$ cat config.mk
export PLATFORM = sky130hd
export DESIGN_NAME = uart_tx_arbiter_flat
export DESIGN_NICKNAME = d
export VERILOG_FILES = /design/src/rtl/uart_pkg.sv /design/src/rtl/uart_tx_arbiter_if.sv /design/src/rtl/uart_rr_pick.sv /design/src/rtl/uart_tx_arbiter.sv /design/src/flat_wrapper.sv
export SDC_FILE = /design/constraint.sdc
export NUM_CORES = 1
export LEC_CHECK = 0
export BUFFER_PORTS_ARGS = -buffer_cell sky130_fd_sc_hd__buf_2
export CORE_MARGIN = 3
export CORE_UTILIZATION = 50
export CTS_CLUSTER_DIAMETER = 200
export DETAILED_ROUTE_END_ITERATION = 16
export PLACE_DENSITY = 0.79
export SLEW_MARGIN = 25
export SYNTH_ARGS = -nofsm -noshare
export SYNTH_HDL_FRONTEND = slang
export SYNTH_SLANG_ARGS = --single-unit
$ cat constraint.sdc
create_clock -name CLOCK -period 5.5 [get_ports CLOCK]
set_input_delay 1.1 -clock CLOCK [delete_from_list [all_inputs] [get_ports CLOCK]]
set_output_delay 1.1 -clock CLOCK [all_outputs]
set_load 0.005 [all_outputs]
$ cat src/rtl/uart_pkg.sv
// uart_pkg: shared UART types, defaults and helpers for the TX arbiter and its picker.
package uart_pkg;
    typedef enum logic [1:0] {IDLE, WAIT_ACCEPT, WAIT_DONE} arb_state_e;
    localparam int N_DEFAULT    = 8;
    localparam int BaudRate     = 9600;
    localparam int RefFrequency = 10_000_000;
    function automatic int clog2(input int v);
        int r;
        r = 0;
        for (int i = 0; i < 31; i++)
            if ((1 << i) < v) r = i + 1;
        return r;
    endfunction
endpackage

$ cat src/rtl/uart_tx_arbiter_if.sv
// uart_tx_arbiter_if: requester and UART-side signals of the shared transmitter arbiter.
interface uart_tx_arbiter_if import uart_pkg::*; #(parameter int NREQ = 4, parameter int N = 8);
    localparam int W = clog2(NREQ);
    logic [NREQ-1:0]   REQ;
    logic [NREQ-1:0]   LOCK;
    logic [NREQ*N-1:0] DATA;
    logic [NREQ-1:0]   ACK;
    logic [W-1:0]      GRANT_ID;
    logic [N-1:0]      UART_DATAI;
    logic              UART_WR;
    logic              UART_BUSY;
    logic              ERR;
    logic              ERR_CLR;
    modport master (output REQ, LOCK, DATA, UART_BUSY, ERR_CLR,
                    input  ACK, GRANT_ID, UART_DATAI, UART_WR, ERR);
    modport slave  (input  REQ, LOCK, DATA, UART_BUSY, ERR_CLR,
                    output ACK, GRANT_ID, UART_DATAI, UART_WR, ERR);
endinterface

$ cat src/rtl/uart_rr_pick.sv
// uart_rr_pick: rotating-priority picker, first request after last_grant with wrap.
module uart_rr_pick import uart_pkg::*; #(
    parameter int NREQ = 4,
    localparam int W = clog2(NREQ)
) (
    input  logic [NREQ-1:0] req,
    input  logic [W-1:0]    last_grant,
    output logic            found,
    output logic [W-1:0]    idx
);
    logic [W-1:0] j;
    // Scan farthest-first so the closest requester after last_grant is assigned last.
    always_comb begin
        found = 1'b0;
        idx   = '0;
        j     = '0;
        for (int k = NREQ; k >= 1; k--) begin
            j = W'((int'(last_grant) + k) % NREQ);
            if (req[j]) begin
                found = 1'b1;
                idx   = j;
            end
        end
    end
endmodule

$ cat src/rtl/uart_tx_arbiter.sv
// uart_tx_arbiter: round-robin sharing of one UART transmitter with per-requester lock and accept watchdog.
module uart_tx_arbiter import uart_pkg::*; #(
    parameter int NREQ    = 4,
    parameter int N       = 8,
    parameter int TIMEOUT = 64
) (
    input logic CLOCK,
    input logic RESET_N,
    uart_tx_arbiter_if.slave bus
);
    localparam int W  = clog2(NREQ);
    localparam int TW = clog2(TIMEOUT);
    arb_state_e state_q, state_d;
    logic [W-1:0] last_q, last_d, grant_q, grant_d, owner_q, owner_d, pick_idx, sel;
    logic lock_q, lock_d, wr_q, wr_d, err_q, err_d, pick_found, own_req, own_hold, grant;
    logic [N-1:0] datai_q, datai_d;
    logic [NREQ-1:0] ack_q, ack_d;
    logic [TW-1:0] timer_q, timer_d;
    uart_rr_pick #(.NREQ(NREQ)) u_pick (
        .req        (bus.REQ),
        .last_grant (last_q),
        .found      (pick_found),
        .idx        (pick_idx)
    );
    assign own_req  = lock_q && bus.REQ[owner_q];
    assign own_hold = lock_q && !bus.REQ[owner_q] && bus.LOCK[owner_q];
    assign sel      = own_req ? owner_q : pick_idx;
    assign grant    = !bus.UART_BUSY && (own_req || (!own_hold && pick_found));
    always_comb begin
        state_d = state_q;
        last_d  = last_q;
        grant_d = grant_q;
        owner_d = owner_q;
        lock_d  = lock_q;
        datai_d = datai_q;
        timer_d = timer_q;
        wr_d    = 1'b0;
        ack_d   = '0;
        err_d   = err_q & ~bus.ERR_CLR;
        case (state_q)
            IDLE: begin
                if (lock_q && !bus.REQ[owner_q] && !bus.LOCK[owner_q]) lock_d = 1'b0;
                if (grant) begin
                    datai_d = bus.DATA[int'(sel)*N +: N];
                    grant_d = sel;
                    last_d  = sel;
                    wr_d    = 1'b1;
                    timer_d = '0;
                    state_d = WAIT_ACCEPT;
                end
            end
            WAIT_ACCEPT: begin
                if (bus.UART_BUSY) begin
                    ack_d   = NREQ'(1) << grant_q;
                    lock_d  = bus.LOCK[grant_q];
                    owner_d = grant_q;
                    state_d = WAIT_DONE;
                end else if (timer_q == TW'(TIMEOUT - 1)) begin
                    // last_grant keeps the failed index so it drops to lowest priority.
                    err_d   = 1'b1;
                    lock_d  = 1'b0;
                    state_d = IDLE;
                end else begin
                    timer_d = timer_q + 1'b1;
                end
            end
            WAIT_DONE: state_d = bus.UART_BUSY ? WAIT_DONE : IDLE;
            default:   state_d = IDLE;
        endcase
    end
    always_ff @(posedge CLOCK or negedge RESET_N) begin
        if (!RESET_N) begin
            state_q <= IDLE;
            last_q  <= W'(NREQ - 1);
            grant_q <= '0;
            owner_q <= '0;
            lock_q  <= 1'b0;
            datai_q <= '0;
            timer_q <= '0;
            wr_q    <= 1'b0;
            ack_q   <= '0;
            err_q   <= 1'b0;
        end else begin
            state_q <= state_d;
            last_q  <= last_d;
            grant_q <= grant_d;
            owner_q <= owner_d;
            lock_q  <= lock_d;
            datai_q <= datai_d;
            timer_q <= timer_d;
            wr_q    <= wr_d;
            ack_q   <= ack_d;
            err_q   <= err_d;
        end
    end
    assign bus.ACK        = ack_q;
    assign bus.GRANT_ID   = grant_q;
    assign bus.UART_DATAI = datai_q;
    assign bus.UART_WR    = wr_q;
    assign bus.ERR        = err_q;
endmodule
$ cat src/flat_wrapper.sv
// flat-port wrapper written by rule: the top's interface ports become plain ports
module uart_tx_arbiter_flat import uart_pkg::*;
#(
    parameter int NREQ    = 4,
    parameter int N       = 8,
    parameter int TIMEOUT = 64
)
  (CLOCK, RESET_N, bus_REQ, bus_LOCK, bus_DATA, bus_UART_BUSY, bus_ERR_CLR, bus_ACK, bus_GRANT_ID, bus_UART_DATAI, bus_UART_WR, bus_ERR);
  uart_tx_arbiter_if #(.NREQ(NREQ), .N(N)) bus_i ();
  input logic CLOCK;
  input logic RESET_N;
  input wire logic [$bits(bus_i.REQ)-1:0] bus_REQ;
  input wire logic [$bits(bus_i.LOCK)-1:0] bus_LOCK;
  input wire logic [$bits(bus_i.DATA)-1:0] bus_DATA;
  input wire logic [$bits(bus_i.UART_BUSY)-1:0] bus_UART_BUSY;
  input wire logic [$bits(bus_i.ERR_CLR)-1:0] bus_ERR_CLR;
  output wire logic [$bits(bus_i.ACK)-1:0] bus_ACK;
  output wire logic [$bits(bus_i.GRANT_ID)-1:0] bus_GRANT_ID;
  output wire logic [$bits(bus_i.UART_DATAI)-1:0] bus_UART_DATAI;
  output wire logic [$bits(bus_i.UART_WR)-1:0] bus_UART_WR;
  output wire logic [$bits(bus_i.ERR)-1:0] bus_ERR;
  assign bus_i.REQ = bus_REQ;
  assign bus_i.LOCK = bus_LOCK;
  assign bus_i.DATA = bus_DATA;
  assign bus_i.UART_BUSY = bus_UART_BUSY;
  assign bus_i.ERR_CLR = bus_ERR_CLR;
  assign bus_ACK = bus_i.ACK;
  assign bus_GRANT_ID = bus_i.GRANT_ID;
  assign bus_UART_DATAI = bus_i.UART_DATAI;
  assign bus_UART_WR = bus_i.UART_WR;
  assign bus_ERR = bus_i.ERR;
  uart_tx_arbiter #(.NREQ(NREQ), .N(N), .TIMEOUT(TIMEOUT)) u_core (.CLOCK(CLOCK), .RESET_N(RESET_N), .bus(bus_i));
endmodule
# ---- Word-level counts from Yosys, hierarchy flattened
# Index checks and enable logic that the tools add are counted.
dict set report totals {
  ff_bits 29
  latchBits 0
  ram_bits 0
  romBits 0
  in_bits 44
  out_inout_bits 16
  n_memories 0
}
dict set report op_classes {
  addsub 5
  n_mul 0
  n_div 0
  order_cmp 6
  eq_ne 8
  shift 2
  mux 43
  bitwise_logic 2
  reduce_logical 18
}
# cell n
set op_table {}
lappend op_table {{$shiftx 32x6->8} 1}
lappend op_table {{$mux 1} 19}
lappend op_table {{$lt 2x3->1 const B} 6}
lappend op_table {{$mux 2} 9}
lappend op_table {{$mux 6} 3}
lappend op_table {{$bmux 1 s2} 7}
lappend op_table {{$pmux 6 s2} 1}
lappend op_table {{$mux 4} 2}
lappend op_table {{$add 6x1->6 const B} 1}
lappend op_table {{$eq 6x6->1 const B} 1}
lappend op_table {{$logic_and 1x1->1} 6}
lappend op_table {{$pmux 2 s3} 1}
lappend op_table {{$reduce_and 2->1} 3}
lappend op_table {{$add 2x1->2 const B} 2}
lappend op_table {{$add 2x2->2 const B} 2}
lappend op_table {{$logic_not 1->1} 4}
lappend op_table {{$ne 2x1->1 const B} 2}
lappend op_table {{$ne 2x2->1 const B} 2}
lappend op_table {{$reduce_and 4->1} 1}
lappend op_table {{$shl 1x2->4 const A} 1}
lappend op_table {{$ne 3x2->1 const B} 1}
lappend op_table {{$reduce_and 3->1} 1}
lappend op_table {{$eq 2x1->1 const B} 1}
lappend op_table {{$eq 2x2->1 const B} 1}
lappend op_table {{6 further kinds} 6}

# ---- Longest topological paths before layout
dict set report logic_depth {
  ltp_word 12
  mapped_depth 9
  mapped_depth_nobuf 7
}

# ---- Cells and area by module
# A second synthesis with hierarchy kept.
dict set report unflattened {
  hier_cells 179
  area_unflattened_um2 1786.7
}
# mod instances cells_per_inst area_each_um2 seq_area_each_um2
set by_module_without_submodules {}
lappend by_module_without_submodules {uart_tx_arbiter 1 165 1695.4 728.2}
lappend by_module_without_submodules {uart_rr_pick 1 14 91.3 0.0}

# ---- Least setup slack after synthesis
# OpenSTA, ideal clock, no wires.
dict set report synth_timing {
  path_kind {input port to flip-flop}
  startpoint {input bus_REQ[0]}
  endpoint {register u_core.datai_q[0] (netlist: u_core.bus.UART_DATAI[0])}
  arrival_time_ps 2507
  required_ps 5423
  setup_slack_ps 2917
  cell_stages 8
  n_path_buf 2
  path_cell_list {mux2_4 a221oi_1 a31oi_1 buf_4 buf_8 mux2i_1 mux2_2 o21ai_1}
}
dict set report synth_via {
  elab_chain_len 10
  elab_cells_between_ends 29
  cone_classes {shift: 1; mux: 19; reduce/logical: 9}
}
# item line_no
set synth_rtl {}
lappend synth_rtl {{start, declared} flat_wrapper.sv:12} ;# input wire logic [$bits(bus_i.REQ)-1:0] bus_REQ;
lappend synth_rtl {{branches (longest 10 deep; another with $shiftx 32x6->8)} n/a}
lappend synth_rtl {{end signal, assigned} uart_tx_arbiter.sv:89} ;# datai_q <= datai_d;
lappend synth_rtl {{end, declared} uart_tx_arbiter.sv:16} ;# logic [N-1:0] datai_q, datai_d;
# Several ways; the timed one is not identified. The select of a mux whose other input is x is not followed.
# A chain may end at the register's enable or synchronous reset.

# ---- Worst setup path after layout
dict set report layout_timing {
  startpoint {input bus_LOCK[3]}
  endpoint {register u_core.timer_q[0]}
}
dict set report layout_via {
  elab_chain_len 9
}
# item line_no
set layout_rtl {}
lappend layout_rtl {{start, declared} flat_wrapper.sv:13} ;# input wire logic [$bits(bus_i.LOCK)-1:0] bus_LOCK;
lappend layout_rtl {{$bmux 1 s2} uart_tx_arbiter.sv:26} ;# assign own_hold = lock_q && !bus.REQ[owner_q] && bus.LOCK[owner_q];
lappend layout_rtl {{$mux 1 (implied by the code)} uart_tx_arbiter.sv:26}
lappend layout_rtl {{$logic_and 1x1->1} uart_tx_arbiter.sv:26}
lappend layout_rtl {{$logic_not 1->1} uart_tx_arbiter.sv:28} ;# assign grant = !bus.UART_BUSY && (own_req || (!own_hold && pick_found));
lappend layout_rtl {{$logic_and 1x1->1} uart_tx_arbiter.sv:28}
lappend layout_rtl {{$logic_or 1x1->1} uart_tx_arbiter.sv:28}
lappend layout_rtl {{$logic_and 1x1->1} uart_tx_arbiter.sv:28}
lappend layout_rtl {{$ne 2x1->1 (no line)} n/a}
lappend layout_rtl {{$reduce_and 4->1 (no line)} n/a}
lappend layout_rtl {{end signal, assigned} uart_tx_arbiter.sv:90} ;# timer_q <= timer_d;
lappend layout_rtl {{end, declared} uart_tx_arbiter.sv:18} ;# logic [TW-1:0] timer_q, timer_d;
# Every way passes these cells. The select of a mux whose other input is x is not followed.

==> qor.csv <==
stage,metric,value,unit
setup_path,end_kind,register,
status,outcome,"complete, no violations",
synth,avgSynthCellArea,9.64,um2
sta,slew_violations,0,
floorplan,die-area,0.00432,mm2
pwr,power.density_cell_area,467,mW/mm2
sta,finClkSkew,6.17,ps
sta,setup_viol,0,
floorplan,die_h,65.7,um
grt,grt_pass1_vias,1564,
clock_tree,hold_buffers,0,
synth,synth_flop_cell,dfrtp_1,
setup_path,cp_max_fo,24,
clock_tree,root_buffer,clkbuf_4,
setup_path,critical_path.slowest_cell,mux4_2,
grt,grt_usage,0.205,
synth,ys_ff_latch,29,
flow_run,maxCapViolCount,0,
setup_path,max_stage_delay,510,ps
floorplan,num_io_pins,60,
synth,synth_most_common_cell,dfrtp_1,
drt,drc,0,
floorplan,core_area,0.00339,mm2
clock_tree,cts_tree,done,
floorplan,initial_utilization,0.526,
setup_path,path_cells,buf_2 > mux4_2 > a21oi_2 > o211ai_2 > and2_1 > a32oi_1 > o21ai_1,
clock_tree,post_cts_buffers,0,
setup_path,cp.required,5690,ps
grt,grt_remaining_overflow,0,
sta,max_slew.worst_pin.slew,955,ps
worst_hold_path,min_path_type,register to register,
grt,antenna_found_initial,0,
synth,synthTopCellsByCount,"27 x dfrtp_1, 23 x nand2_1, 20 x mux2i_1, 14 x nor2_1, 13 x o21ai_1",
sta,timing.hold.ws,493,ps
sta,setup_tns,0,ps
clock_tree,cts.sinks,29,
sta,rsz0062_at_grt,no,
clock_tree,htreeDepth,2,
synth,yosysUniqueCellTypes,45,
drt,vias_per_cell,5.51,
drt,ant_nets,0,
synth,yosysTopAreaCellShare,0.379,
sta,period_share,0.504,
pwr,p_total,1010,uW
synth,synth_area_leaders,"dfrtp_1 38%, mux2i_1 11%, mux2_2 5.1%, nand2_1 4.8%, o21ai_1 3.6%",
clock_tree,cts_resized,0,
floorplan,die_w,65.7,um
clock_tree,cts.reportedPaths.clkPinSlew,90,ps
clock_tree,cts_buffers,5,
synth,syn-num-nets,232,
pwr,max-vdd-ir-drop,0.232,mV
synth,ys_seq_area_frac,0.408,
placement,io_buffers,59,
sta,final-hold-violation-count,0,
setup_path,crit_type,primary input to register,
clock_tree,clk_latency,320,ps
synth,synth-edff-count,0,
setup_path,critPathBufInv,1,
synth,synth_largest_area_cell,dfrtp_1,
final_layout,nets,290,
drt,drtIter0Drc,110,
grt,grt_start_max_net_pins,30,
drt,wl,4.05,mm
synth,yosysWarnings,0,
placement,gp_congestion,0.835,
synth,synth_area,0.00178,mm2
final_layout,diodes,0,
setup_path,crit_arrival,2960,ps
synth,synthCells,185,
drt,wl_per_cell,14.0,um
grt,grt_pass1_wl,6.85,mm
pwr,leakage,0.00108,uW
floorplan,num_rows,21,
final_layout,drive_above_1_share,0.352,
drt,vias,1597,
setup_path,critPathLaunchType,primary input,
final_layout,syn_to_final_growth,20.8,%
sta,slew_headroom,0.362,
synth,synthArstFlopShare,1.00,
clock_tree,clk_path_buf_depth,2,
sta,fmax,0.361,GHz
drt,drt-pass1-iter-count,4,
placement,hpwlAfterDp,3.08,mm
setup_path,cp_top_family,compound AO/OA/AOI/OAI gates,
sta,min_period,2770,ps
-- where the power goes --
part / leakage, uW / internal (uW) / total (uW) / switching, uW
registers: 0.000374 / 294 / 364 / 70.7
clock network: 0.0000265 / 50.9 / 121 / 70.4
logic: 0.000679 / 246 / 521 / 275
-- placed cells by master (no fill, tap or decap), types with 7 or more instances in the layout --
cell type  Yosys  final
mux2_2         8      8
inv_1          7      7
dfrtp_1       27     27
buf_2          0     59
nand2_1       23     23
nor2_1        14     14
o21ai_1       13     13
mux2i_1       20     20
-- tightest hold or removal path, delay by kind of cell, from the launching register on --
kind / cells / cell delay, ps
compound gates: 1 / 60
flops: 1 / 350
simple gates: 1 / 50
-- sequential cells by signal (all words and copies together) (netlist names) --
| signal | cells |
|---|---|
| u_core.bus.ACK | 4 |
| u_core.owner_q | 2 |
| u_core.timer_q | 6 |
| u_core.bus.UART_DATAI | 8 |
| u_core.bus.ERR | 1 |
| u_core.bus.GRANT_ID | 2 |
| u_core.lock_q | 1 |
| u_core.last_q | 2 |
| u_core.state_q | 2 |
| u_core.bus.UART_WR | 1 |
-- final cells by class --
class | instances | area [um2]
Inverter | 9 | 33.8
Multi-Input combinational cell | 139 | 991
Sequential cell | 29 | 728
Timing Repair Buffer | 59 | 295
Tap cell | 46 | 57.6
Fill cell | 279 | 1230
Clock buffer | 8 | 48.8
-- final timing paths --
check	from	to	slack, ps	depth (start not counted)
max	bus_LOCK[3]	u_core.timer_q[0]	2730	7
min	u_core.bus.UART_DATAI[5]	u_core.bus.UART_DATAI[5]	490	2
max reg2reg	u_core.owner_q[0]	u_core.timer_q[0]	3070	6
min reg2reg	u_core.bus.UART_DATAI[5]	u_core.bus.UART_DATAI[5]	490	2
max in group asynchronous	RESET_N	u_core.bus.ACK[0]	4280	1
min in group asynchronous	RESET_N	u_core.bus.UART_DATAI[3]	800	1
-- kinds of logic after synthesis --
family	count (synthesis)	synth area share
buffers and inverters	17	0.0442
AOI/OAI and AO/OA	44	0.171
DFF	29	0.408
and+or+nand+nor	61	0.159
adders and majority gates	3	0.0211
muxes	31	0.196
-- metrics by stage --
stage | cells | instance area, um2 | worst slack [ps] | utilization
global placement | 282 | 2100 | 2290 | 0.619
detailed placement | 282 | 2110 | 2390 | 0.621
global route | 290 | 2150 | 2570 | 0.636
CTS | 290 | 2150 | 2740 | 0.636
floorplan | 185 | 1780 | 2920 | -
finish | 290 | 2150 | 2730 | 0.636
-- metal layers --
metal / routed length [um] / GRT usage / part of all wire / vias to the layer above
met1: 1870 / 0.286 / 0.46 / 753
met4: 48 / 0.0803 / 0.012 / 0
met5: 0 / 0 / 0 / -
met2: 1870 / 0.312 / 0.46 / 55
met3: 260 / 0.0410 / 0.064 / 5
li1: - / - / - / 784
(Power assumes the default switching activity.)
